File: config.mk
export PLATFORM = sky130hd
export DESIGN_NAME = rvfpm_xif_initiator
export DESIGN_NICKNAME = d
export VERILOG_FILES = /design/src/rtl/rvfpm_xif_pkg.sv /design/src/rtl/rvfpm_xif_id_tracker.sv /design/src/rtl/rvfpm_xif_initiator.sv
export SDC_FILE = /design/constraint.sdc
export NUM_CORES = 1
export LEC_CHECK = 0
export CAP_MARGIN = 10
export CORE_MARGIN = 4
export CORE_UTILIZATION = 35
export DETAILED_ROUTE_END_ITERATION = 7
export DONT_BUFFER_PORTS = 1
export PLACE_DENSITY = 0.56
export SETUP_SLACK_MARGIN = 0.1
export SLEW_MARGIN = 15
export SYNTH_ARGS = -nofsm -noshare
export SYNTH_HDL_FRONTEND = slang
export SYNTH_SLANG_ARGS = --single-unit
File: constraint.sdc
create_clock -name ck -period 11.7 [get_ports ck]
set_clock_uncertainty 0.05 [all_clocks]
set_input_delay 3.51 -clock ck [delete_from_list [all_inputs] [get_ports ck]]
set_output_delay 3.51 -clock ck [all_outputs]
set_load 0.01 [all_outputs]
File: src/rtl/rvfpm_xif_pkg.sv
// Shared definitions for the rvfpm X-interface initiator.
//   - fsm_state_e        : initiator FSM state encoding (IDLE, ISSUE, COMMIT)
//   - X_ID_WIDTH_DEF     : default instruction-ID width
//   - MAX_OUTSTANDING_DEF: default limit on accepted, uncompleted instructions
//   - sat_inc16()        : saturating increment for 16-bit status counters
package rvfpm_xif_pkg;

    localparam int unsigned X_ID_WIDTH_DEF      = 4;
    localparam int unsigned MAX_OUTSTANDING_DEF = 4;

    typedef enum logic [1:0] {
        ST_IDLE   = 2'd0,
        ST_ISSUE  = 2'd1,
        ST_COMMIT = 2'd2
    } fsm_state_e;

    function automatic logic [15:0] sat_inc16(input logic [15:0] v);
        return (v == '1) ? v : v + 16'd1;
    endfunction

endpackage

File: src/rtl/rvfpm_xif_id_tracker.sv
// In-use mask and outstanding counter for X-interface instruction IDs.
// Ports:
//   i_ck, i_rst            clock, asynchronous active-low reset
//   i_alloc/i_alloc_id     reserve an ID (set its in-use bit)
//   i_inc                  one more accepted instruction outstanding
//   i_free_a/_id/_dec      release an ID; _dec also drops the outstanding count
//   i_free_b/_id/_dec      second release port (results), same semantics
//   i_qa_id/o_qa_busy      in-use query A
//   i_qb_id/o_qb_busy      in-use query B
//   o_count                number of accepted, uncompleted instructions
module rvfpm_xif_id_tracker
    import rvfpm_xif_pkg::*;
#(
    parameter int unsigned ID_W = X_ID_WIDTH_DEF
)(
    input  logic            i_ck,
    input  logic            i_rst,
    input  logic            i_alloc,
    input  logic [ID_W-1:0] i_alloc_id,
    input  logic            i_inc,
    input  logic            i_free_a,
    input  logic [ID_W-1:0] i_free_a_id,
    input  logic            i_free_a_dec,
    input  logic            i_free_b,
    input  logic [ID_W-1:0] i_free_b_id,
    input  logic            i_free_b_dec,
    input  logic [ID_W-1:0] i_qa_id,
    output logic            o_qa_busy,
    input  logic [ID_W-1:0] i_qb_id,
    output logic            o_qb_busy,
    output logic [ID_W:0]   o_count
);

    localparam int unsigned    NID     = 1 << ID_W;
    localparam logic [ID_W:0]  CNT_ONE = {{ID_W{1'b0}}, 1'b1};

    logic [NID-1:0] r_mask;
    logic [NID-1:0] w_mask_nxt;
    logic [ID_W:0]  r_cnt;
    logic [ID_W:0]  w_cnt_nxt;

    always_comb begin
        w_mask_nxt = r_mask;
        if (i_free_a) w_mask_nxt[i_free_a_id] = 1'b0;
        if (i_free_b) w_mask_nxt[i_free_b_id] = 1'b0;
        // Allocation only targets a free ID, so it never collides with a release.
        if (i_alloc)  w_mask_nxt[i_alloc_id]  = 1'b1;
    end

    always_comb begin
        w_cnt_nxt = r_cnt;
        if (i_inc)                     w_cnt_nxt = w_cnt_nxt + CNT_ONE;
        if (i_free_a && i_free_a_dec)  w_cnt_nxt = w_cnt_nxt - CNT_ONE;
        if (i_free_b && i_free_b_dec)  w_cnt_nxt = w_cnt_nxt - CNT_ONE;
    end

    always_ff @(posedge i_ck or negedge i_rst) begin
        if (!i_rst) begin
            r_mask <= '0;
            r_cnt  <= '0;
        end else begin
            r_mask <= w_mask_nxt;
            r_cnt  <= w_cnt_nxt;
        end
    end

    assign o_qa_busy = r_mask[i_qa_id];
    assign o_qb_busy = r_mask[i_qb_id];
    assign o_count   = r_cnt;

endmodule

File: src/rtl/rvfpm_xif_initiator.sv
// X-interface initiator: takes commands from a stimulus source, issues them to
// an FPU, sends a one-cycle commit, and forwards FPU results downstream.
// Ports:
//   ck, rst                          clock, asynchronous active-low reset
//   cmd_*                            command handshake + instr/rs1/kill payload
//   x_issue_*                        issue channel toward the FPU
//   x_commit_*                       single-cycle commit pulse
//   x_result_*                       result channel from the FPU
//   rsp_*                            results forwarded downstream
//   outstanding_cnt/rejected_cnt/err_cnt  status counters
module rvfpm_xif_initiator
    import rvfpm_xif_pkg::*;
#(
    parameter int unsigned X_ID_WIDTH      = X_ID_WIDTH_DEF,
    parameter int unsigned XLEN            = 32,
    parameter int unsigned MAX_OUTSTANDING = MAX_OUTSTANDING_DEF
)(
    input  logic                  ck,
    input  logic                  rst,
    input  logic                  cmd_valid,
    output logic                  cmd_ready,
    input  logic [31:0]           cmd_instr,
    input  logic [XLEN-1:0]       cmd_rs1,
    input  logic                  cmd_kill,
    output logic                  x_issue_valid,
    input  logic                  x_issue_ready,
    output logic [31:0]           x_issue_instr,
    output logic [XLEN-1:0]       x_issue_rs1,
    output logic [X_ID_WIDTH-1:0] x_issue_id,
    input  logic                  x_issue_accept,
    output logic                  x_commit_valid,
    output logic [X_ID_WIDTH-1:0] x_commit_id,
    output logic                  x_commit_kill,
    input  logic                  x_result_valid,
    output logic                  x_result_ready,
    input  logic [X_ID_WIDTH-1:0] x_result_id,
    input  logic [XLEN-1:0]       x_result_data,
    input  logic                  x_result_we,
    input  logic                  rsp_ready,
    output logic                  rsp_valid,
    output logic [X_ID_WIDTH-1:0] rsp_id,
    output logic [XLEN-1:0]       rsp_data,
    output logic                  rsp_we,
    output logic [X_ID_WIDTH:0]   outstanding_cnt,
    output logic [15:0]           rejected_cnt,
    output logic [15:0]           err_cnt
);

    localparam int unsigned          NID     = 1 << X_ID_WIDTH;
    localparam logic [X_ID_WIDTH:0]  MAX_CNT = (X_ID_WIDTH+1)'(MAX_OUTSTANDING);

    fsm_state_e             r_state;
    logic [31:0]            r_instr;
    logic [XLEN-1:0]        r_rs1;
    logic                   r_kill;
    logic [X_ID_WIDTH-1:0]  r_id;
    logic [X_ID_WIDTH-1:0]  r_next_id;
    logic [NID-1:0]         r_killed;
    logic [NID-1:0]         w_killed_nxt;
    logic [15:0]            r_rej;
    logic [15:0]            r_err;

    logic                   w_next_busy;
    logic                   w_res_busy;
    logic [X_ID_WIDTH:0]    w_cnt;
    logic                   w_cmd_fire;
    logic                   w_iss_fire;
    logic                   w_acc;
    logic                   w_rej;
    logic                   w_commit;
    logic                   w_commit_kill;
    logic                   w_res_fire;
    logic                   w_res_pending;
    logic                   w_res_kill_now;
    logic                   w_res_killed;
    logic                   w_res_known;
    logic                   w_res_fwd;

    assign cmd_ready     = (r_state == ST_IDLE) && (w_cnt < MAX_CNT) && !w_next_busy;
    assign w_cmd_fire    = cmd_valid && cmd_ready;
    assign w_iss_fire    = (r_state == ST_ISSUE) && x_issue_ready;
    assign w_acc         = w_iss_fire && x_issue_accept;
    assign w_rej         = w_iss_fire && !x_issue_accept;
    assign w_commit      = (r_state == ST_COMMIT);
    assign w_commit_kill = w_commit && r_kill;

    // Result classification. The ID held in ISSUE is reserved but not yet
    // accepted, so a result naming it counts as unknown. A result arriving in
    // the very cycle its ID is being killed is treated as already killed.
    assign w_res_fire     = x_result_valid && rsp_ready;
    assign w_res_pending  = (r_state == ST_ISSUE) && (x_result_id == r_id);
    assign w_res_kill_now = w_commit_kill && (x_result_id == r_id);
    assign w_res_killed   = r_killed[x_result_id] || w_res_kill_now;
    assign w_res_known    = w_res_busy && !w_res_pending;
    assign w_res_fwd      = w_res_known && !w_res_killed;

    rvfpm_xif_id_tracker #(
        .ID_W (X_ID_WIDTH)
    ) u_ids (
        .i_ck         (ck),
        .i_rst        (rst),
        .i_alloc      (w_cmd_fire),
        .i_alloc_id   (r_next_id),
        .i_inc        (w_acc),
        .i_free_a     (w_rej || w_commit_kill),
        .i_free_a_id  (r_id),
        .i_free_a_dec (w_commit_kill),
        .i_free_b     (w_res_fire && w_res_fwd),
        .i_free_b_id  (x_result_id),
        .i_free_b_dec (1'b1),
        .i_qa_id      (r_next_id),
        .o_qa_busy    (w_next_busy),
        .i_qb_id      (x_result_id),
        .o_qb_busy    (w_res_busy),
        .o_count      (w_cnt)
    );

    // Killed IDs are already freed; this mask only lets their late result be
    // swallowed silently instead of being counted as an error.
    always_comb begin
        w_killed_nxt = r_killed;
        if (w_res_fire && r_killed[x_result_id])
            w_killed_nxt[x_result_id] = 1'b0;
        if (w_commit_kill && !(w_res_fire && w_res_kill_now))
            w_killed_nxt[r_id] = 1'b1;
        if (w_cmd_fire)
            w_killed_nxt[r_next_id] = 1'b0;
    end

    always_ff @(posedge ck or negedge rst) begin
        if (!rst) begin
            r_state   <= ST_IDLE;
            r_instr   <= '0;
            r_rs1     <= '0;
            r_kill    <= 1'b0;
            r_id      <= '0;
            r_next_id <= '0;
            r_killed  <= '0;
            r_rej     <= '0;
            r_err     <= '0;
        end else begin
            r_killed <= w_killed_nxt;
            if (w_res_fire && !w_res_known && !w_res_killed)
                r_err <= sat_inc16(r_err);
            unique case (r_state)
                ST_IDLE: begin
                    if (w_cmd_fire) begin
                        r_instr <= cmd_instr;
                        r_rs1   <= cmd_rs1;
                        r_kill  <= cmd_kill;
                        r_id    <= r_next_id;
                        r_state <= ST_ISSUE;
                    end
                end
                ST_ISSUE: begin
                    if (w_iss_fire) begin
                        r_next_id <= r_next_id + 1'b1;
                        if (x_issue_accept) begin
                            r_state <= ST_COMMIT;
                        end else begin
                            r_rej   <= sat_inc16(r_rej);
                            r_state <= ST_IDLE;
                        end
                    end
                end
                ST_COMMIT: r_state <= ST_IDLE;
                default:   r_state <= ST_IDLE;
            endcase
        end
    end

    assign x_issue_valid   = (r_state == ST_ISSUE);
    assign x_issue_instr   = r_instr;
    assign x_issue_rs1     = r_rs1;
    assign x_issue_id      = r_id;
    assign x_commit_valid  = w_commit;
    assign x_commit_id     = r_id;
    assign x_commit_kill   = r_kill;
    assign x_result_ready  = rsp_ready;
    assign rsp_valid       = x_result_valid && w_res_fwd;
    assign rsp_id          = x_result_id;
    assign rsp_data        = x_result_data;
    assign rsp_we          = x_result_we;
    assign outstanding_cnt = w_cnt;
    assign rejected_cnt    = r_rej;
    assign err_cnt         = r_err;

endmodule

==> results.md, run 1 <==
- Status: complete, no violations
- Post-Synthesis Cells: 636
- Final WL: approximately 19 mm
- I/O pin count: about 260
- CTS resizes: 0
- R2R depth: 6
- Max Fclk: 111 MHz
- Starting density of the core: about 36%
- Clk slew on worst S/H paths: roughly 0.060 ns
- Number of global-route vias before repair: approximately 4900
- Vias per cell: around 5.4
- Mux share of post-synthesis cell area: 18.6%
- Yosys reg bits: approximately 140
- Setup bufs post-CTS: 0
- Most common cell after layout, fill and taps aside: dfrtp_1
- Sequential element share of the synthesized area: approximately 48%
- Hold Vio Cnt, Final: 0
- Post-synthesis xor/xnor area fraction: just over 5%
- Die W: 155 um
- Final #Nets: around 700
- Syn Std Cell Area: roughly 0.0076 sq mm
- Port Buffers: 0
- Most frequent cells in the layout: 144 x dfrtp_1, 69 x mux2_4, 58 x nand2_1, 43 x nor2_1, 25 x xnor2_1
- Worst-path maximum fanout: 21
- GR Util All Layers: between 10% and 20%
- Clk buf depth: 2
- Worst setup EP type: output port
- Sw Pwr: between 200 and 300 uW
- Hold path startpoint: r_killed[3]$_DFF_PN0_
- Total power: between 1000 and 1500 uW
- Initial DRC count: 297
- CP arrival: between 5 and 6 ns
- Worst Setup Start Kind: input port
- Cells after DPL: about 840
- Setup TNS Final: 0 ns
- Max_cap viols: 0
- Hold Path Depth: 2
- Pwr Density: about 140 mW/mm^2
- Drt pass-1 iters: 5
- Worst Setup Slack, final: 2.71 ns
- Clock latency on the worst-skew pair: ~0.42 ns
- Hold WC Path Type: register to register
- Largest net degree at the start of global routing: approximately 150
- Gpl congestion: ~0.94
- Non-Filler Instances: around 870
- Slew at the pin closest to its max-slew limit: 1.05 ns
- Largest stage delay on the critical path: slightly below 0.6 ns
- Netlist cell types: between 40 and 50
- Logic pwr share: ~2.2%
- Site row count: 53
- Drc violations: 0
- Antenna cells: 0
- P_leak: between 0.003 and 0.004 uW
- Detail Placement HPWL: roughly 14 mm
- Total Die Area: 0.0240 sq mm
- Flop-to-flop setup slack: about 8.0 ns
- Adder-cell share of the synthesized area: under 10%
- Period utilization: about 77%
- Worst-path cell chain: mux4_2 -> a22o_1 -> nor2_1 -> nand3b_1 -> nor2_1
- Worst EP required: roughly 8.1 ns
- Die Ht: roughly 150 um
- Largest family of logic cells by synthesized area: multiplexers
- Tmin final: between 8 and 9 ns
- Cell Int Power: 878 uW
- Syn nets: roughly 750
- Worst-case headroom to the max-slew limit: 30.2%
- Core area: 0.0212 sq mm
- Switching share of power: 22.3%
- Hold_buf cts: 0
- Mean area per synthesized cell: about 12 sq um
- GRT overflow: 0
- Slowest CP cell: nand3b_1
- Worst-case hold path end point: r_killed[3]$_DFF_PN0_
- Synth Area in Compound Gates: between 6 and 7%
- Share of layout cells above drive strength 1: 20.2%
- TritonCTS Sinks: approximately 140
- Register share of total power: 47.1%
- Clk pwr share: 50.7%
- Antenna viol nets, final: 0
- Yosys warning total: 0
- Max-slew violation count: 0
- Area Overhead vs Synth: 5.03%
- CTS Root Cell: clkbuf_16
- R2r startpoint: r_next_id[0]$_DFFE_PN0P_
- H-Tree Level Count: 4
- Maximum vdd ir drop: slightly above 0.00008 V
- Setup-failing EPs final: 0
- Kind of critical path: input port to output port
- WL/cell: about 22 um
- Via Count: around 4700
- Number of clock buffers inserted by TritonCTS: 17
- Simple-gate share of the synthesized area: approximately 13%
- Worst slack at placement: ~2.7 ns
- Worst r2r dst: x_issue_instr[6]$_DFFE_PN0P_
- RSZ-0062 raised after global routing: no
- Initial antenna violation count: 0
- Most common cell on crit path: nor2_1
- CTS tree: built
- First-pass GRT wire length: approximately 30 mm
-- state kept, by name, summed over array words and instances, names as in the netlist --
| name | count |
|---|---|
| r_killed | 16 |
| u_ids.o_count | 5 |
| x_commit_kill | 1 |
| err_cnt | 16 |
| u_ids.r_mask | 16 |
| x_issue_rs1 | 32 |
| r_state | 2 |
| x_commit_id | 4 |
| x_issue_instr | 32 |
| r_next_id | 4 |
| rejected_cnt | 16 |
-- synth_stat cells, drive strengths merged --
library cell | count | area, sq um
dfrtp | 144 | 3600
mux2 | 73 | 1080
buf | 62 | 562
nand2 | 58 | 218
nor2 | 43 | 161
o21ai | 33 | 165
xnor2 | 25 | 219
nand3 | 22 | 110
xor2 | 19 | 166
a21oi | 18 | 90.1
mux4 | 13 | 293
o221ai | 13 | 114
nand4 | 12 | 81.3
nor3 | 12 | 60.1
nor2b | 10 | 65.1
clkbuf | 9 | 33.8
ha | 9 | 113
inv | 9 | 33.8
and3 | 7 | 43.8
o22ai | 5 | 31.3
and2 | 4 | 27.5
and4 | 4 | 35.0
nand2b | 4 | 25.0
or3 | 4 | 25.0
a22o | 3 | 26.3
mux2i | 3 | 30.0
nand4b | 3 | 26.3
nor4 | 3 | 25.0
or2 | 3 | 18.8
a21o | 2 | 15.0
a22oi | 2 | 15.0
and4b | 1 | 10.0
nand3b | 1 | 7.51
or3b | 1 | 8.76
or4 | 1 | 7.51
or4b | 1 | 10.0
-- power by group through the flow --
| stage | registers [uW] | clock network (uW) | logic (uW) |
|---|---|---|---|
| CTS | 533 | 591 | 25.7 |
| global placement | 541 | 0 | 24.8 |
| finish | 532 | 573 | 25.3 |
| detailed placement | 542 | 0 | 25.5 |
| floorplan | 533 | 0 | 41.5 |
| global route | 534 | 618 | 29.4 |
-- layout make-up --
class / instances / area, sq um
Inverter: 9 / 33.8
Sequential cell: 144 / 3600
Fill cell: 2027 / 13200
Multi-Input combinational cell: 412 / 3320
Tap cell: 275 / 344
Clock buffer: 18 / 429
Timing Repair Buffer: 2 / 15.0
Clock inverter: 13 / 188
-- metrics by stage --
stage	cell area [sq um]	util, %	hold slack (ns)
after floorplan	7560	-	0.458
after global placement	7320	34.6	0.499
after detailed placement	7320	34.6	0.489
after CTS	7940	37.5	0.498
after global routing	7940	37.5	0.531
final	7940	37.5	0.503
-- metal layers --
layer  track usage [%]  share of wire, %  up-vias
met3              7.29                12       45
met2              25.0                47      243
met5                 0                 0        -
met1              19.4                39     2332
li1                  -                 -     2092
met4              5.68               2.2        0
-- critical path: cells and delay by family --
family	cells	cell delay [ns]
mux	1	0.48
compound gates	1	0.25
simple gates	3	1.19
-- how the worst max path moves through the flow --
stage                         from        end  slack [ns]  depth (start not counted)
finish              x_result_id[0]  rsp_valid        2.71                          5
global route        x_result_id[0]  rsp_valid        2.57                          5
CTS                 x_result_id[0]  rsp_valid        2.70                          5
detailed placement  x_result_id[0]  rsp_valid        2.67                          5
global placement    x_result_id[0]  rsp_valid        2.71                          5
floorplan           x_result_id[0]  rsp_valid        2.87                          9
-- cells by family (layout without fill, tap and decap cells) --
kind of cell | after synthesis | in the layout
buf+inv | 80 | 42
compound gates | 76 | 76
xor+xnor | 44 | 44
fa+ha+maj | 9 | 9
mux | 89 | 89
flops | 144 | 144
simple gates | 194 | 194
No activity file was read; power rests on OpenSTA's default activity.
==> run 2: changes to the inputs <==
--- a/config.mk
+++ b/config.mk
@@ -10,7 +10,7 @@
 export CORE_UTILIZATION = 35
 export DETAILED_ROUTE_END_ITERATION = 7
 export DONT_BUFFER_PORTS = 1
-export PLACE_DENSITY = 0.56
+export PLACE_DENSITY = 0.58
 export SETUP_SLACK_MARGIN = 0.1
 export SLEW_MARGIN = 15
 export SYNTH_ARGS = -nofsm -noshare
==> constraint.sdc (replaced) <==
create_clock -name ck -period 7.3 [get_ports ck]
set_clock_uncertainty 0.05 [all_clocks]
set_input_delay 2.19 -clock ck [delete_from_list [all_inputs] [get_ports ck]]
set_output_delay 2.19 -clock ck [all_outputs]
set_load 0.01 [all_outputs]
==> results.md, run 2 (synthesis results as in run 1) <==
- Gpl congestion: 0.955 (was 0.936)
- Starting density of the core: 35.7% (unchanged)
- Logic pwr share: 2.3% (was 2.2%)
- Core area: 0.0212 sq mm (unchanged)
- Max-slew violation count: 0 (unchanged)
- WL/cell: 22.1 um (was 22.0 um)
- Setup-failing EPs final: 0 (unchanged)
- Sw Pwr: 426 uW (was 253 uW)
- Met2 usage: 25.1% (was 25.0%)
- Clk pwr share: 50.9% (was 50.7%)
- Max Fclk: around 180 MHz
- Status: complete, no violations (unchanged)
- Via Count: 4760 (was 4712)
- P_leak: 0.00351 uW (was 0.00349 uW)
- Hold Vio Cnt, Final: 0 (unchanged)
- Met1 Use GR: 20.6% (was 19.4%)
- Kind of critical path: input port to output port (unchanged)
- Detail Placement HPWL: 14.1 mm (was 14.0 mm)
- Share of layout cells above drive strength 1: 20.8% (was 20.2%)
- Antenna cells: 0 (unchanged)
- Initial antenna violation count: 0 (unchanged)
- GR Layer Usage met3: 5.98% (was 7.29%)
- Worst-case headroom to the max-slew limit: 43.2% (was 30.2%)
- Drt pass-1 iters: 5 (unchanged)
- Number of clock buffers inserted by TritonCTS: 17 (unchanged)
- Hold WC Path Type: register to register (unchanged)
- Port Buffers: 0 (unchanged)
- Cell Int Power: 1400 uW (was 878 uW)
- CTS resizes: 0 (unchanged)
- Non-Filler Instances: 876 (was 873)
- GR Util All Layers: 16.1% (was 15.9%)
- H-Tree Level Count: 4 (unchanged)
- Die W: 155 um (unchanged)
- RSZ-0062 raised after global routing: no (unchanged)
- Site row count: 53 (unchanged)
- Total Die Area: 0.0240 sq mm (unchanged)
- Initial DRC count: 267 (was 297)
- Slew at the pin closest to its max-slew limit: 0.846 ns (was 1.05 ns)
- Flop-to-flop setup slack: 3.46 ns (was 7.98 ns)
- Setup TNS Final: 0 ns (unchanged)
- Final Util: 37.7% (was 37.5%)
- GRT Max-Usage Layer: met2 (unchanged)
- Antenna viol nets, final: 0 (unchanged)
- Switching share of power: 23.4% (was 22.3%)
- Die Ht: 155 um (unchanged)
- Largest net degree at the start of global routing: 145 (unchanged)
- GRT overflow: 0 (unchanged)
- Hold_buf cts: 0 (unchanged)
- I/O pin count: 261 (unchanged)
- Number of global-route vias before repair: 4991 (was 4934)
- CTS Root Cell: clkbuf_16 (unchanged)
- Maximum vdd ir drop: 0.000116 V (was 0.0000831 V)
- Drc violations: 0 (unchanged)
- Area Overhead vs Synth: 5.43% (was 5.03%)
- Worst-path maximum fanout: 17 (was 21)
- Tmin final: ~5.6 ns
- Max_cap viols: 0 (unchanged)
- CTS tree: built (unchanged)
- Final WL: 19.3 mm (was 19.2 mm)
- Vias per cell: 5.43 (was 5.40)
- Fillers: 2025 (was 2027)
- First-pass GRT wire length: 29.9 mm (was 29.8 mm)
- TritonCTS Sinks: 144 (unchanged)
- Worst EP required: 5.06 ns (was 8.14 ns)
- Clk slew on worst S/H paths: 0.06 ns (about the same)
- CP arrival: 3.40 ns (was 5.43 ns)
- Register share of total power: 46.8% (was 47.1%)
- Total power: 1820 uW (was 1130 uW)
- Worst setup EP type: output port (unchanged)
- Setup bufs post-CTS: 0 (unchanged)
- Pwr Density: 229 mW/mm^2 (was 142 mW/mm^2)
- Clock latency on the worst-skew pair: 0.42 ns (about the same)
- Final #Nets: 706 (was 704)
- Clk buf depth: 2 (unchanged)
- Worst Setup Start Kind: input port (unchanged)
- Cells after DPL: 844 (was 842)
- Most common cell after layout, fill and taps aside: dfrtp_1 (unchanged)
- Period utilization: 77.2%
- Most frequent cells in the layout: 144 x dfrtp_1, 69 x mux2_4, 58 x nand2_1, 43 x nor2_1, 25 x xnor2_1 (unchanged)
[run 2: final cells by class]
class / instances / area (sq um) / area share, %
Clock buffer: 18 / 439 / 5.51
Clock inverter: 14 / 193 / 2.42
Inverter: 9 / 33.8 / 0.424
Multi-Input combinational cell: 412 / 3320 / 41.7
Sequential cell: 144 / 3600 / 45.2
Tap cell: 275 / 344 / 4.32
Timing Repair Buffer: 4 / 30.0 / 0.377
[run 2: worst paths after layout]
path                                                from                     endpoint  cells after the start
worst max-delay path                      x_result_id[0]                    rsp_valid                      5
max in group asynchronous                            rst  rejected_cnt[2]$_DFFE_PN0P_                      0
worst min-delay path              r_killed[10]$_DFF_PN0_       r_killed[10]$_DFF_PN0_                      2
min in group asynchronous                            rst       err_cnt[6]$_DFFE_PN0P_                      0
worst max register to register  r_next_id[0]$_DFFE_PN0P_   x_issue_rs1[3]$_DFFE_PN0P_                      6
worst min register to register    r_killed[10]$_DFF_PN0_       r_killed[10]$_DFF_PN0_                      2
[run 2: routing by layer]
layer	wire length, um	vias to the layer above
met5	0	-
li1	-	2104
met3	1600	58
met1	8120	2401
met2	9070	197
met4	530	0
[run 2: worst max-delay path: stages]
cell	delay (ns)
mux4_2	0.47
a22o_1	0.24
nor2_1	0.15
nand3b_1	0.11
nor2_1	0.24
[run 2: power by group through the flow]
stage	Combinational [uW]	Sequential (uW)	Clock, uW
after global routing	48.1	856	994
after CTS	42.2	853	953
after detailed placement	42.3	868	0
after floorplan	66.5	855	0
final	41.5	852	928
after global placement	40.2	866	0
[run 2: per-stage QoR]
stage          setup slack, ns  cell area [sq um]  hold WS [ns]
2_1_floorplan             1.11               7560         0.458
6_report                  1.66               7970         0.491
4_1_cts                   1.63               7970         0.487
5_1_grt                   1.57               7970         0.511
3_5_place_dp              1.63               7340         0.478
3_3_place_gp              1.65               7340         0.483
